[src/rtl/dom_and_pipelined.sv]
// rtl/dom_and_pipelined.sv - parametrised pipelined DOM AND gadget with valid/ready flow control
module dom_and_pipelined #(
    parameter int ORDER   = 1,
    parameter int WIDTH   = 8,
    parameter int OUT_REG = 0
) (
    input  logic                                    clk_i,
    input  logic                                    rst_ni,
    input  logic                                    valid_i,
    output logic                                    ready_o,
    input  logic [(ORDER+1)*WIDTH-1:0]              x_i,
    input  logic [(ORDER+1)*WIDTH-1:0]              y_i,
    input  logic [(ORDER*(ORDER+1)/2)*WIDTH-1:0]    z_i,
    output logic                                    valid_o,
    input  logic                                    ready_i,
    output logic [(ORDER+1)*WIDTH-1:0]              q_o
);

    localparam int NS = ORDER + 1;
    localparam int NR = ORDER * (ORDER + 1) / 2;

    if (ORDER < 1) begin : g_bad_order
        $error("dom_and_pipelined: ORDER must be at least 1");
    end

    // Index of the fresh random word shared by domains a and b (any order).
    // Pairs are numbered lexicographically: (0,1),(0,2)..(0,d),(1,2),...
    function automatic int pair_idx(input int a, input int b);
        int lo;
        int hi;
        lo = (a < b) ? a : b;
        hi = (a < b) ? b : a;
        return lo * NS - (lo * (lo + 1)) / 2 + (hi - lo - 1);
    endfunction

    // term[i][j] (i != j) is the remasked cross product X_i & Y_j ^ Z_k;
    // term[i][i] holds the inner product X_i & Y_i so it moves with the
    // cross terms through the same enable and stays aligned under stall.
    logic [WIDTH-1:0]    term_d [NS][NS];
    logic [WIDTH-1:0]    term_q [NS][NS];
    logic [WIDTH-1:0]    share_c [NS];
    logic [NS*WIDTH-1:0] share_flat;

    logic v1_q;
    logic v1_d;
    logic accept;
    logic ready_next;

    assign ready_o = !v1_q || ready_next;
    assign accept  = valid_i && ready_o;

    // Per-domain products and remasking; no cross-domain XOR of unmasked data here.
    always_comb begin
        for (int i = 0; i < NS; i++) begin
            for (int j = 0; j < NS; j++) begin
                if (i == j) begin
                    term_d[i][j] = x_i[i*WIDTH +: WIDTH] & y_i[i*WIDTH +: WIDTH];
                end else begin
                    term_d[i][j] = (x_i[i*WIDTH +: WIDTH] & y_i[j*WIDTH +: WIDTH])
                                 ^ z_i[pair_idx(i, j)*WIDTH +: WIDTH];
                end
            end
        end
    end

    // Resharing register: loads only on accept, otherwise holds without toggling.
    always_ff @(posedge clk_i or negedge rst_ni) begin
        if (!rst_ni) begin
            for (int i = 0; i < NS; i++) begin
                for (int j = 0; j < NS; j++) begin
                    term_q[i][j] <= '0;
                end
            end
        end else if (accept) begin
            for (int i = 0; i < NS; i++) begin
                for (int j = 0; j < NS; j++) begin
                    term_q[i][j] <= term_d[i][j];
                end
            end
        end
    end

    // Stage 1 stays full on a new accept, empties when drained without one.
    always_comb begin
        v1_d = accept || (v1_q && !ready_next);
    end

    // Stage 1 valid flag.
    always_ff @(posedge clk_i or negedge rst_ni) begin
        if (!rst_ni) begin
            v1_q <= 1'b0;
        end else begin
            v1_q <= v1_d;
        end
    end

    // Compression: each output share only combines registers of its own domain.
    always_comb begin
        for (int i = 0; i < NS; i++) begin
            share_c[i] = term_q[i][i];
            for (int j = 0; j < NS; j++) begin
                if (j != i) begin
                    share_c[i] = share_c[i] ^ term_q[i][j];
                end
            end
        end
    end

    for (genvar s = 0; s < NS; s++) begin : g_pack
        assign share_flat[s*WIDTH +: WIDTH] = share_c[s];
    end

    if (OUT_REG != 0) begin : g_out_reg
        logic                v2_q;
        logic                v2_d;
        logic                load2;
        logic [NS*WIDTH-1:0] q2_q;

        assign ready_next = !v2_q || ready_i;
        assign load2      = v1_q && ready_next;

        // Stage 2 refills on the same cycle it drains, so no bubble is inserted.
        always_comb begin
            v2_d = load2 || (v2_q && !ready_i);
        end

        // Output register and its valid flag; data only moves on load.
        always_ff @(posedge clk_i or negedge rst_ni) begin
            if (!rst_ni) begin
                v2_q <= 1'b0;
                q2_q <= '0;
            end else begin
                v2_q <= v2_d;
                if (load2) begin
                    q2_q <= share_flat;
                end
            end
        end

        assign valid_o = v2_q;
        assign q_o     = q2_q;
    end else begin : g_out_comb
        assign ready_next = ready_i;
        assign valid_o    = v1_q;
        assign q_o        = share_flat;
    end

endmodule

[config.mk]
export PLATFORM = sky130hd
export DESIGN_NAME = dom_and_pipelined
export DESIGN_NICKNAME = d
export VERILOG_FILES = /design/src/rtl/dom_and_pipelined.sv
export SDC_FILE = /design/constraint.sdc
export NUM_CORES = 1
export LEC_CHECK = 0
export CORE_UTILIZATION = 45
export CTS_CLUSTER_SIZE = 12
export DETAILED_ROUTE_END_ITERATION = 12
export HOLD_SLACK_MARGIN = 0.08
export PLACE_DENSITY_LB_ADDON = 0.2
export SLEW_MARGIN = 20
export SYNTH_ARGS = -nofsm -noshare
export SYNTH_HDL_FRONTEND = slang
export SYNTH_SLANG_ARGS = --single-unit
[constraint.sdc]
create_clock -name clk_i -period 1.4 [get_ports clk_i]
set_clock_uncertainty 0.05 [all_clocks]
set_input_delay 0.28 -clock clk_i [delete_from_list [all_inputs] [get_ports clk_i]]
set_output_delay 0.28 -clock clk_i [all_outputs]
set_load 0.01 [all_outputs]
==> impl_results.html <==
<table>
<tr><th>Metric</th><th>Value</th></tr>
<tr><th colspan="2">Clocking</th></tr>
<tr><td>Hold_buf cts</td><td>0</td></tr>
<tr><td>Clock latency on the worst-skew pair</td><td>0.28 ns</td></tr>
<tr><td>Inserted Clock Buffers</td><td>5</td></tr>
<tr><td>Clk root buf</td><td>clkbuf_8</td></tr>
<tr><td>Number of H-tree branching levels</td><td>2</td></tr>
<tr><td>Number of sinks on the clock net</td><td>33</td></tr>
<tr><td>Clock slew seen by the registers of the worst setup and hold paths</td><td>0.06 ns</td></tr>
<tr><td>Clock tree from TritonCTS</td><td>done</td></tr>
<tr><td>Maximum number of buffers from clock root to sink</td><td>2</td></tr>
<tr><th colspan="2">Power and ir drop</th></tr>
<tr><td>Portion of total power attributed to combinational logic</td><td>31.3%</td></tr>
<tr><td>Power per standard cell area</td><td>1050 nW/um^2</td></tr>
<tr><td>Part of the power in the clock network</td><td>25.2%</td></tr>
<tr><td>Peak supply drop</td><td>0.666 mV</td></tr>
<tr><td>Internal power summed over all cells</td><td>1.87 mW</td></tr>
<tr><td>Switching power of the nets</td><td>825 uW</td></tr>
<tr><td>Static leakage</td><td>1.11 nW</td></tr>
<tr><td>Fraction of power spent switching nets</td><td>30.6%</td></tr>
<tr><td>Sequential power share</td><td>43.5%</td></tr>
<tr><td>Final total power</td><td>2.69 mW</td></tr>
<tr><th colspan="2">Logic synthesis</th></tr>
<tr><td>Area share of the largest cell type after synthesis</td><td>45.2%</td></tr>
<tr><td>Number of unique standard cell types used by synthesis</td><td>17</td></tr>
<tr><td>Largest area contributor in the synthesized netlist</td><td>dfrtp_1</td></tr>
<tr><td>Number of flip-flops and latches in the synthesized netlist</td><td>33</td></tr>
<tr><td>Cell types occupying the most area after synthesis</td><td>dfrtp_1 (45%), xor2_1 (15%), o21ai_2 (6.7%), a21oi_2 (6.2%), nand4_1 (5.5%)</td></tr>
<tr><td>Mean Syn Cell Area</td><td>10.4 sq um</td></tr>
<tr><td>Post-Synthesis Cells</td><td>176</td></tr>
<tr><td>Post-synthesis async set-or-reset flop share</td><td>100%</td></tr>
<tr><td>Top cell types by occurrence after synthesis</td><td>dfrtp_1 (33), xor2_1 (32)</td></tr>
<tr><td>EDFF count, synth</td><td>0</td></tr>
<tr><td>Most frequent cell after synthesis</td><td>dfrtp_1</td></tr>
<tr><td>Post-Synthesis Net Count</td><td>220</td></tr>
<tr><td>Seq/Total Area, Yosys</td><td>45.2%</td></tr>
<tr><td>Most used DFF post-synth</td><td>dfrtp_1</td></tr>
<tr><td>Total of warnings raised by yosys</td><td>0</td></tr>
<tr><td>Combined area of all synthesized cells</td><td>1830 sq um</td></tr>
<tr><th colspan="2">Floorplanning</th></tr>
<tr><td>Starting density of the core</td><td>48.4%</td></tr>
<tr><td>I/O Pins</td><td>62</td></tr>
<tr><td>Horizontal die dimension</td><td>65.7 microns</td></tr>
<tr><td>Die Outline Area</td><td>4320 sq um</td></tr>
<tr><td>Placement row count</td><td>22</td></tr>
<tr><td>Core region area</td><td>3770 sq um</td></tr>
<tr><td>Vert. Die Dim</td><td>65.7 microns</td></tr>
<tr><th colspan="2">Routing</th></tr>
<tr><td>Overall routed net length</td><td>4.11 mm</td></tr>
<tr><td>DRC violation count after routing</td><td>0</td></tr>
<tr><td>Via-to-Cell Ratio</td><td>5.08</td></tr>
<tr><td>1st-iter DRT viols</td><td>24</td></tr>
<tr><td>Count of TritonRoute iterations in the first routing pass</td><td>4</td></tr>
<tr><td>Final antenna-violating net count</td><td>0</td></tr>
<tr><td>Detailed-route wire length per cell</td><td>14.0 microns</td></tr>
<tr><td>Overall via count from detail_route</td><td>1494</td></tr>
<tr><th colspan="2">Worst setup path</th></tr>
<tr><td>Kind of launch point of the worst setup path</td><td>input port</td></tr>
<tr><td>Critical path's slowest cell</td><td>clkdlybuf4s50_1</td></tr>
<tr><td>Sort of element at the end of the critical path</td><td>primary output</td></tr>
<tr><td>Data arrival time at the worst-slack endpoint</td><td>1.05 ns</td></tr>
<tr><td>Cell type group with the largest total delay on the critical path</td><td>buffers and inverters</td></tr>
<tr><td>CP startpoint</td><td>ready_i</td></tr>
<tr><td>Type of the setup path with the least slack</td><td>in -&gt; out</td></tr>
<tr><td>Buffer and inverter count on the worst path</td><td>2</td></tr>
<tr><td>Crit Reg-Reg Startpoint</td><td>valid_o</td></tr>
<tr><td>Worst endpoint required time</td><td>1.07 ns</td></tr>
<tr><td>Crit path cell chain</td><td>clkdlybuf4s50_1 &gt; nand2b_4 &gt; buf_4</td></tr>
<tr><td>Highest net fanout along the worst path</td><td>3</td></tr>
<tr><td>Largest stage delay on the critical path</td><td>0.46 ns</td></tr>
<tr><th colspan="2">Place</th></tr>
<tr><td>DPL Wire Length</td><td>2.99 mm</td></tr>
<tr><td>Placer's final routability congestion estimate</td><td>0.770</td></tr>
<tr><td>Quantity of I/O buffers inserted on ports</td><td>61</td></tr>
<tr><th colspan="2">Cells and area</th></tr>
<tr><td>Total of fill cells in the finished design</td><td>300</td></tr>
<tr><td>Layout Area Growth over Synthesis</td><td>41.1%</td></tr>
<tr><td>Finished Core Util</td><td>68.3%</td></tr>
<tr><td>Net count, final</td><td>289</td></tr>
<tr><td>Fraction of final layout cells with drive strength greater than 1</td><td>27.2%</td></tr>
<tr><td>Antenna cells</td><td>0</td></tr>
<tr><th colspan="2">Global route</th></tr>
<tr><td>Pin count of the biggest net entering global routing</td><td>34</td></tr>
<tr><td>Overall fraction of global-route tracks in use</td><td>20.7%</td></tr>
<tr><td>Overflow left after global routing</td><td>0</td></tr>
<tr><td>Via count of the first global-routing pass</td><td>1501</td></tr>
<tr><td>Wire length of the first global-routing pass</td><td>6.56 mm</td></tr>
<tr><td>Number of antenna violations at the first check in global routing</td><td>0</td></tr>
<tr><th colspan="2">STA</th></tr>
<tr><td>Maximum achievable frequency</td><td>727 MHz</td></tr>
<tr><td>Setup repair after global routing missed its margin</td><td>true</td></tr>
<tr><td>Final Max Tran Viols</td><td>0</td></tr>
<tr><td>Tightest Pin Transition</td><td>0.272 ns</td></tr>
<tr><td>Setup TNS</td><td>0 ns</td></tr>
<tr><td>Final clock period utilization by the worst path</td><td>98.3%</td></tr>
<tr><td>Final Hold Fails</td><td>0</td></tr>
<tr><td>Final-report setup violation count</td><td>0</td></tr>
<tr><td>Min Clock Period, post-route</td><td>1.38 ns</td></tr>
<tr><td>Max-Slew Margin vs Limit</td><td>81.8%</td></tr>
<tr><th colspan="2">Outcome</th></tr>
<tr><td>Status</td><td>finished clean</td></tr>
<tr><th colspan="2">Run</th></tr>
<tr><td>Max Cap Violations</td><td>0</td></tr>
<tr><th colspan="2">Hold path</th></tr>
<tr><td>HP Class</td><td>in -&gt; async</td></tr>
</table>
[path summary, 6_finish.rpt]
check | end | slack (ns) | cells after the start
max | ready_o | 0.02 | 3
max reg2reg | term_q[26] | 0.14 | 5
max in group asynchronous | term_q[29] | 0.80 | 2
min in group clk_i | term_q[17] | 0.49 | 2
min reg2reg | term_q[17] | 0.49 | 2
min | term_q[3] | 0.32 | 2
[power groups by stage]
stage	logic, mW	clock network [mW]	registers, mW
2_1_floorplan	0.461	0	1.17
3_3_place_gp	0.929	0	1.18
3_5_place_dp	0.949	0	1.19
4_1_cts	0.848	0.704	1.17
5_1_grt	0.923	0.751	1.19
6_report	0.844	0.678	1.17
[timing repair]
item | in CTS | in global routing
gates resized for setup | 64 | 10
setup buffers | 2 | 0
pin swaps | 3 | 1
setup endpoints to repair | 50 | 36
gates cloned | 0 | 1
[layout make-up]
| type | instances | area (sq um) | share of cell area, % |
|---|---|---|---|
| flip-flops and latches | 33 | 826 | 32.1 |
| inverters | 16 | 60.1 | 2.33 |
| multi-input cells | 115 | 845 | 32.8 |
| well taps | 48 | 60.1 | 2.33 |
| repair buffers | 74 | 704 | 27.4 |
| clock buffers | 8 | 80.1 | 3.11 |
[worst reg2reg max path, delay by kind of cell (launching register included)]
family,cells,cell delay (ns)
simple gates,2,0.33
buf+inv,2,0.30
compound gates,1,0.06
flops,1,0.41
[metrics by stage]
stage,worst slack (ns),hold WS (ns),area (sq um),std cells
6_report,0.0240,0.317,2570,294
4_1_cts,-0.115,0.317,2550,293
3_3_place_gp,-0.368,0.467,2530,283
3_5_place_dp,-0.415,0.481,2530,283
5_1_grt,-0.0175,0.319,2570,294
2_1_floorplan,0.185,-0.0656,1830,176
[cells in the final DEF, fill, tap and decap left out, types with 13 or more instances in the layout]
master           count
nand2_1             16
nand4_1             16
dfrtp_1             33
o21ai_2             14
a21oi_1             16
a21oi_2             13
xor2_1              32
buf_2               16
inv_1               16
clkdlybuf4s50_1     43
[state kept, by name, summed over array words and instances, names as in the netlist]
name / flops
term_q: 32
valid_o: 1
[layer usage]
layer  GRT usage, %  vias to the layer above  part of all wire (%)
met3           6.08                        8                   6.4
met1           23.5                      711                    42
met2           34.6                       53                    50
li1               -                      722                     -
met4           11.1                        0                   2.0
met5              0                        -                     0
[logic make-up (layout without fill, tap and decap cells)]
logic type,Yosys count,count (layout),share of synthesized area (%)
compound gates,48,48,20.6
simple gates,35,35,10.4
flops,33,33,45.2
xor+xnor,32,32,15.4
buf+inv,28,98,8.50
(Power assumes the default switching activity.)
==> RTL edit (same settings) <==
Set the parameter `WIDTH` to 12 (it was 8).
--- a/src/rtl/dom_and_pipelined.sv
+++ b/src/rtl/dom_and_pipelined.sv
@@ -1,7 +1,7 @@
 // rtl/dom_and_pipelined.sv - parametrised pipelined DOM AND gadget with valid/ready flow control
 module dom_and_pipelined #(
     parameter int ORDER   = 1,
-    parameter int WIDTH   = 8,
+    parameter int WIDTH   = 12,
     parameter int OUT_REG = 0
 ) (
     input  logic                                    clk_i,
Interface: changed (resized q_o, x_i, y_i and z_i); port bits go from 62 to 90. No check against the original RTL was run, so the function may have changed too.
==> RTL edit against the original RTL <==
Sequential cell count up 16; critical path type is now flip-flop to primary output; setup slack worse by 7.6 ps; design area rose by 40%; via count increased by 43%; total power rose by 40%; die area increased by 38%; first-iteration DRC count rose by 140%; synthesized area grew 39%; maximum frequency fell by 0.55%; synthesized cell count grew 48%; core utilization fell by 0.072 points; routed wire length increased by 42%.
==> RTL edit: results (changes against the original RTL) <==
status: "finished, final reports clean"
wl_met3_um: 254  # -3.4%
cts_resized: 100  # +56%
path_max_fanout: 2  # -1
cp-end-kind: "primary output"
gp_congestion: 0.7361  # -4.3%
placed_area_sq_um: 3587  # +42%
grt_usage: 0.2031  # -0.003670
syn_nets: 324  # +47%
wl_mm: 5.823  # +42%
synthTopCellsByArea: "dfrtp_1, xor2_1, a21oi_2"
h-tree-depth: 2  # unchanged
portBuffers: 89  # +46%
syn_inst: 260  # +48%
synth-compound-area-share: 0.1716  # -0.03402
ys_seq_area_frac: 0.4832  # +0.03087
grt_pass1_vias: 2211  # +47%
dp_hpwl_mm: 4.220  # +41%
hold_path_class: "input pin to asynchronous set/reset pin"
wl_met2_mm: 3.025  # +48%
period_share: 0.9883  # +0.005459
pre_cts_ws_ps: -355.3  # +59.29 ps
cts.clk_slew.worst_paths_ps: 90  # +30 ps
slew_headroom: 0.7640  # -0.05380
synth-xor-area-share: 0.1657  # +0.01215
grtUsageMet2: 0.3750  # +0.02934
grt_util_met1: 0.2421  # +0.007440
cts_setup_buffers: 1  # -1
largest-register: "term_q"
cts_inserted_buffers: 5  # unchanged
ff2ff_setup_slack_ps: 60  # -80 ps
drtIter0Drc: 57  # +140%
endpoint: "q_o[17]"
holdWs_ps: 364.5  # +47.27 ps
num_vias: 2134  # +43%
nets: 420  # +45%
cp-startpoint: "term_q[5]"
drt-met1-wl_mm: 2.526  # +47%
hold_buffers: 1  # +1
r2r_cells: 6  # +1
timing.rr.end: "term_q[43]"
insertion_delay_ps: 290
muxShareOfSynthArea: 0  # unchanged
async_flop_share: 1.000  # unchanged
leakagePower_nw: 1.556  # +40%
avgRoutedWirePerCell_um: 13.64  # -2.4%
drive_above_1_share: 0.2017  # -0.07068
yosysUniqueCellTypes: 15  # -2
synth_common_cells: "dfrtp_1, xor2_1, a21oi_1"
grt_first_pass_wirelength_mm: 9.666  # +47%
power.share.switching: 0.3007  # -0.005551
largest_reg_flops: 48  # +50%
gr-usage-met3: 0.04524  # -0.01553
grt_max_degree: 33  # -2.9%
peakVddDrop_uv: 662.4  # -0.55%
[RTL edit: final cells by class]
type	instances	area (sq um)
fillers	455	1675
flip-flops and latches	49	1226
multi-input cells	171	1125
repair buffers	105	964.7
clock buffers	7	96.34
inverters	24	90.09
well taps	70	87.58
clock inverters	1	5.005
[RTL edit: power by group through the flow]
stage	logic (mW)	registers [mW]	clock network, mW
final	1.13	1.74	0.885
after global routing	1.24	1.76	0.970
after CTS	1.14	1.74	0.916
after detailed placement	1.31	1.77	0
after global placement	1.30	1.76	0
after floorplan	0.573	1.74	0
[RTL edit: cell families (layout without fill, tap and decap cells)]
| logic type | count (synthesis) | after routing |
|---|---|---|
| AO/OA/AOI/OAI | 72 | 72 |
| XOR/XNOR | 48 | 48 |
| buffers and inverters | 40 | 137 |
| flip-flops | 49 | 49 |
| AND/OR/NAND/NOR | 51 | 51 |
[RTL edit: critical path, stage by stage (launching register included)]
cell and delay [ps]:
dfrtp_1 400, xor2_1 200, buf_2 160
